<file path="config.mk">
export PLATFORM = sky130hd
export DESIGN_NAME = shift_ctrl
export DESIGN_NICKNAME = d
export VERILOG_FILES = /design/src/rtl/shift_ctrl.sv
export SDC_FILE = /design/constraint.sdc
export NUM_CORES = 1
export LEC_CHECK = 0
export ABC_AREA = 1
export BUFFER_PORTS_ARGS = -buffer_cell sky130_fd_sc_hd__buf_2
export CORE_ASPECT_RATIO = 1.25
export CORE_MARGIN = 2
export CORE_UTILIZATION = 52
export DETAILED_ROUTE_END_ITERATION = 16
export GPL_TIMING_DRIVEN = 0
export PLACE_DENSITY = 0.81
export SETUP_SLACK_MARGIN = 0.2
export SLEW_MARGIN = 30
export SYNTH_ARGS = -nofsm -noshare
export SYNTH_HDL_FRONTEND = slang
export SYNTH_SLANG_ARGS = --single-unit
</file>
<file path="constraint.sdc">
create_clock -name clk -period 4.3 [get_ports clk]
set_input_delay 0 -clock clk [delete_from_list [all_inputs] [get_ports clk]]
set_output_delay 0 -clock clk [all_outputs]
set_load 0.03 [all_outputs]
</file>
<file path="src/rtl/shift_ctrl.sv">
// shift_ctrl: sequences loads and shifts of an external right-shift register,
// counting out a configurable number of serial bits per word with an optional idle gap.
module shift_ctrl #(
  parameter int WIDTH = 8,
  parameter int GAP   = 0,
  parameter int CNT_W = $clog2(WIDTH+1)
) (
  input  logic             clk,
  input  logic             rst,
  input  logic             in_valid,
  output logic             in_ready,
  input  logic [WIDTH-1:0] in_data,
  input  logic [CNT_W-1:0] cfg_len,
  output logic [WIDTH-1:0] sr_data,
  output logic             sr_in_enable,
  output logic             sr_shift_enable,
  output logic             ser_valid,
  input  logic             ser_ready,
  output logic [CNT_W-1:0] bit_idx,
  output logic             busy,
  output logic             done
);
  localparam int GW = GAP > 0 ? $clog2(GAP+1) : 1;
  localparam logic [GW-1:0] GLAST = GW'(GAP > 0 ? GAP-1 : 0);
  typedef enum logic [1:0] {S_IDLE, S_LOAD, S_SHIFT, S_GAP} state_t;
  state_t st, nxt;
  logic [CNT_W-1:0] cnt, len, eff;
  logic [GW-1:0] gcnt;
  logic last;
  assign eff  = (cfg_len == '0 || cfg_len > CNT_W'(WIDTH)) ? CNT_W'(WIDTH) : cfg_len;
  assign last = cnt == len - CNT_W'(1);
  always_comb begin
    in_ready        = st == S_IDLE;
    sr_in_enable    = st == S_LOAD;
    ser_valid       = st == S_SHIFT;
    sr_shift_enable = ser_valid && ser_ready;
    bit_idx         = ser_valid ? cnt : '0;
    busy            = st != S_IDLE;
    done            = sr_shift_enable && last;
    nxt = st == S_IDLE  ? (in_valid ? S_LOAD : S_IDLE) :
          st == S_LOAD  ? S_SHIFT :
          st == S_SHIFT ? (done ? (GAP > 0 ? S_GAP : S_IDLE) : S_SHIFT) :
                          (gcnt == GLAST ? S_IDLE : S_GAP);
  end
  always_ff @(posedge clk or negedge rst) begin
    if (!rst) begin
      st      <= S_IDLE;
      cnt     <= '0;
      len     <= '0;
      gcnt    <= '0;
      sr_data <= '0;
    end else begin
      st <= nxt;
      if (in_ready && in_valid) begin
        sr_data <= in_data;
        len     <= eff;
      end
      if (sr_in_enable) cnt <= '0;
      else if (sr_shift_enable && !last) cnt <= cnt + CNT_W'(1);
      gcnt <= st == S_GAP ? gcnt + GW'(1) : '0;
    end
  end
endmodule

</file>
Word-level counts from Yosys, hierarchy flattened
Index checks and enable logic that the tools add are counted.

Register bits: 19.

Add/sub/neg operators: 3. $lt $le $gt $ge: 1. Eq/ne operators: 4. Muxes and demuxes: 11. Reductions and logical operators: 10.

Operators by type and width (count): 4-bit two-way mux (4); 2-bit two-way mux (5); 4-bit by 1-bit adder with 4-bit output, second input constant (1); 2-bit equality test, second input constant (2); 4-bit equality test (1); 4-bit greater-than comparator, second input constant (1); 1-bit logical AND (4); 4-bit zero test (1); 2-bit nonzero test (2); 4-bit by 1-bit subtractor with 4-bit output, second input constant (1); 2-bit by 1-bit equality test with 1-bit output, second input constant (1); 2-bit zero test (1); 1-bit two-way mux (2); 1-bit adder, second input constant (1); 1-bit zero test (1); 1-bit logical OR (1).

Depth between registers and ports, before layout
Depth after elaboration: 7. Gate-level depth with buffers: 9. Depth with buffers taken out: 9.

Least setup slack after synthesis
Ideal clock, no wire load.

Path kind: reg2reg. Start: register st[1]. End: register st[1]. Arrival: 1.545 ns. Data required time: 4.167 ns. Slack: 2.623 ns. Cell stages (with the launch flop): 8. Path through: dfrtp_1 -> inv_2 -> nor2_2 -> inv_2 -> nor2_8 -> inv_2 -> nor2_2 -> o21bai_1.

Cells in the longest elaborated chain, start to end: 7. Elaborated cells on any way between the ends: 9. Classes of those cells: eq/ne: 2; mux: 4; reduce/logical: 3.

RTL lines: from (decl) (RTL line 26) `state_t st, nxt;`; from (signal assigned) (RTL line 53) `st <= nxt;`; 2-bit equality test (RTL line 35) `ser_valid = st == S_SHIFT;`; named net ser_valid (RTL line 17) `output logic ser_valid,`; 1-bit logical AND (RTL line 36) `sr_shift_enable = ser_valid && ser_ready;`; named net sr_shift_enable (RTL line 16) `output logic sr_shift_enable,`; 1-bit logical AND (RTL line 39) `done = sr_shift_enable && last;`; named net done (RTL line 21) `output logic done`; 2-bit two-way mux (2 in a row) (RTL line 42) `st == S_SHIFT ? (done ? (GAP > 0 ? S_GAP : S_IDLE) : S_SHIFT) :`; 2-bit two-way mux (RTL line 41) `st == S_LOAD ? S_SHIFT :`; 2-bit two-way mux (RTL line 40) `nxt = st == S_IDLE ? (in_valid ? S_LOAD : S_IDLE) :`; named net nxt[1] (RTL line 26).

The timed path passes the listed nets, and every way through them passes these cells. A chain may end at the register's enable or synchronous reset.

Final worst setup path
Start: register len[0]. End: output done.

Cells in the longest elaborated chain, start to end: 3.

RTL lines: from (decl) (RTL line 27) `logic [CNT_W-1:0] cnt, len, eff;`; from (signal assigned) (RTL line 49) `len <= '0;`; from (signal assigned) (RTL line 56) `len <= eff;`; 4-bit by 1-bit subtractor with 4-bit output (RTL line 31) `assign last = cnt == len - CNT_W'(1);`; 4-bit equality test (RTL line 31); 1-bit logical AND (RTL line 39); to (decl) (RTL line 21).

No other way between the ends.

==> results.toml <==
[timing]
slew_viol_final = 0
final.setup.tns_ns = 0
period_needed_ns = 1.81
final_hold_viol_count = 0
finalCritPeriodShare_pct = 42.0
rsz0062_at_grt = "no"
finalClockSkew_ns = 0.000577
relSlewSlack_pct = 71.8
setup_viol_count_final = 0
worst_hold_slack_ns = 0.00495
fmax_mhz = 553
tightest_slew_ns = 0.424

[floorplanning]
row_count = 17
floorplan.initialDensity_pct = 55.8
die_w_um = 42.9
core-area_um2 = 1770
ios = 34
die_y_um = 52.7
die_area_um2 = 2260

[synth]
synth_nets = 142
synth-seq-cells = 19
synthCells = 124
ys_seq_area_share_pct = 48.3
synth_area_um2 = 985
ys_types = 20
syn_area_per_cell_um2 = 7.94
yosys_warnings = 0

[clock_network]
cts_resized = 0
cts_buffers = 3
clock_latency_ns = 0.29
cts.sinks = 19
cts_tree = "built"
post_cts_buffers = 0
cts-htree-levels = 1
clk_pin_slew_ns = 0.10
cts_root_buf = "clkbuf_4"
clk_path_buf_depth = 2

[finish]
nFillCells = 134
instances_no_fill = 192
syn_to_final_growth_pct = 34.1
antenna_cells = 0
final_nets = 192
drive_gt1_share_pct = 27.7

[setup_path]
worstPathMaxFanout = 6
cpLargestDelayFamily = "simple AND/OR/NAND/NOR gates"
cp_cell_sequence = "inv_1 > ha_1 > xnor2_1 > nor2_1 > nand3_2 > nor2_2 > buf_2"
crit_path_end_kind = "primary output"
slowest_stage = "dfrtp_1"
startpoint_type = "register"
critical-path-max-stage-delay_ns = 0.39
cp.required_ns = 4.30
r2r_setup_slack_ns = 2.80
cp-startpoint = "len[0]"
cp.arrival_ns = 1.81
criticalPathCategory = "reg2out"
reg2reg_from = "len[0]"
path_buf_inv = 2

[placed_design]
dp_hpwl_um = 1540
port_buffers = 33
dp_cells = 176
gp_congestion = 0.800

[routing]
vias_per_cell = 5.06
routed_wl_um = 2140
drt_iter0_drc = 15
vias = 971
ant_nets = 0
drc = 0
wl_per_cell_um = 11.1
first_pass_iters = 4

[power]
power_mw = 0.941
power_density_nw_per_um2 = 713
p_leak_nw = 0.754
vdd_drop_max_v = 0.000466

[grt]
grt_use_total_pct = 21.0
antenna_found_initial = 0
grt_max_degree = 20
overflow = 0
grt_pass1_wl_um = 3510
grt_pass1_vias = 875

[flow_run]
drv_cap = 0

[run_status]
status = "completed"

[min_path]
min_path_type = "in2reg"
hold_start = "cfg_len[2]"
==> cells in the mapped netlist <==
cell      count  area, um^2
nand2_2       2        12.5
xor2_1        2        17.5
nand2_1      41         154
nor2_8        1        20.0
xnor2_1       2        17.5
ha_1          2        25.0
buf_4         1        7.51
nor2_1        8        30.0
nor3_1        2        10.0
o21ai_1       1        5.00
nand3_2       1        10.0
nand3b_1      1        7.51
inv_2         4        15.0
nand3_1      11        55.1
dfrtp_1      19         475
o21ai_0       5        25.0
inv_1        14        52.6
o21bai_1      1        7.51
nor2_2        3        18.8
nand4_1       3        18.8
==> through the flow <==
step	area, um^2	util, %	setup WS (ns)
floorplan	985	-	2.62
global placement	1170	66.5	2.82
detailed placement	1170	66.5	2.81
CTS	1320	74.8	2.47
global route	1320	74.8	2.35
finish	1320	74.8	2.49
==> cells in the final DEF, fill, tap and decap left out, types with 2 or more instances in the layout <==
master         count
dfrtp_1           19
ha_1               2
dlygate4sd3_1     12
nor3_1             2
o21ai_0            5
nor2_2             3
nand3_1           11
xor2_1             2
nand2_2            2
nand4_1            3
nand2_1           41
inv_1             14
buf_2             33
inv_2              4
xnor2_1            2
nor2_1             8
clkbuf_4           3
==> worst paths after layout <==
| path | to | cells past startpoint |
|---|---|---|
| setup / recovery | done | 7 |
| hold / removal | len[2] | 3 |
| setup reg to reg | cnt[2] | 8 |
| hold reg to reg | gcnt | 1 |
| max in group asynchronous | len[2] | 2 |
| min in group asynchronous | cnt[0] | 2 |
==> worst reg2reg max path, delay by kind of cell, from the launching register on <==
family / cells / cell delay [ns]
fa+ha+maj: 1 / 0.31
simple gates: 5 / 0.55
buf+inv: 1 / 0.08
flops: 1 / 0.39
xor+xnor: 1 / 0.12
==> final cells by class <==
class                           instances  area [um^2]  share of cell area [%]
Sequential cell                        19          475                    36.0
Tap cell                               19         23.8                    1.80
Timing Repair Buffer                   45          285                    21.6
Clock buffer                            4         26.3                    1.99
Multi-Input combinational cell         86          434                    32.9
Inverter                               18         67.6                    5.12
Buffer                                  1         7.51                   0.569
==> power by group <==
part | internal (mW) | switching [mW] | total, mW
logic | 0.176 | 0.354 | 0.529
clock network | 0.0361 | 0.0514 | 0.0875
registers | 0.258 | 0.0661 | 0.324
total | 0.470 | 0.471 | 0.941
==> repair_timing <==
| action | in CTS | in global routing |
|---|---|---|
| hold buffers | 12 | 0 |
| endpoints found under the hold margin | 30 | 0 |
| setup endpoints to repair | 0 | 0 |
==> cell families after synthesis <==
family | share of synthesized area (%)
compound gates | 3.81
flops | 48.3
xor+xnor | 3.56
fa+ha+maj | 2.54
simple gates | 34.2
buf+inv | 7.62
==> layer usage <==
metal	vias up	part of all wire (%)	GRT usage, %
met5	-	0	0
met4	0	1.5	10.4
met3	4	3.5	2.41
met2	26	53	38.6
met1	456	42	23.6
li1	485	-	-
==> flip-flops by register name, summed over array words and instances (netlist names) <==
register / count
len: 4
gcnt: 1
cnt: 4
sr_data: 8
st: 2
(Power assumes the default switching activity.)
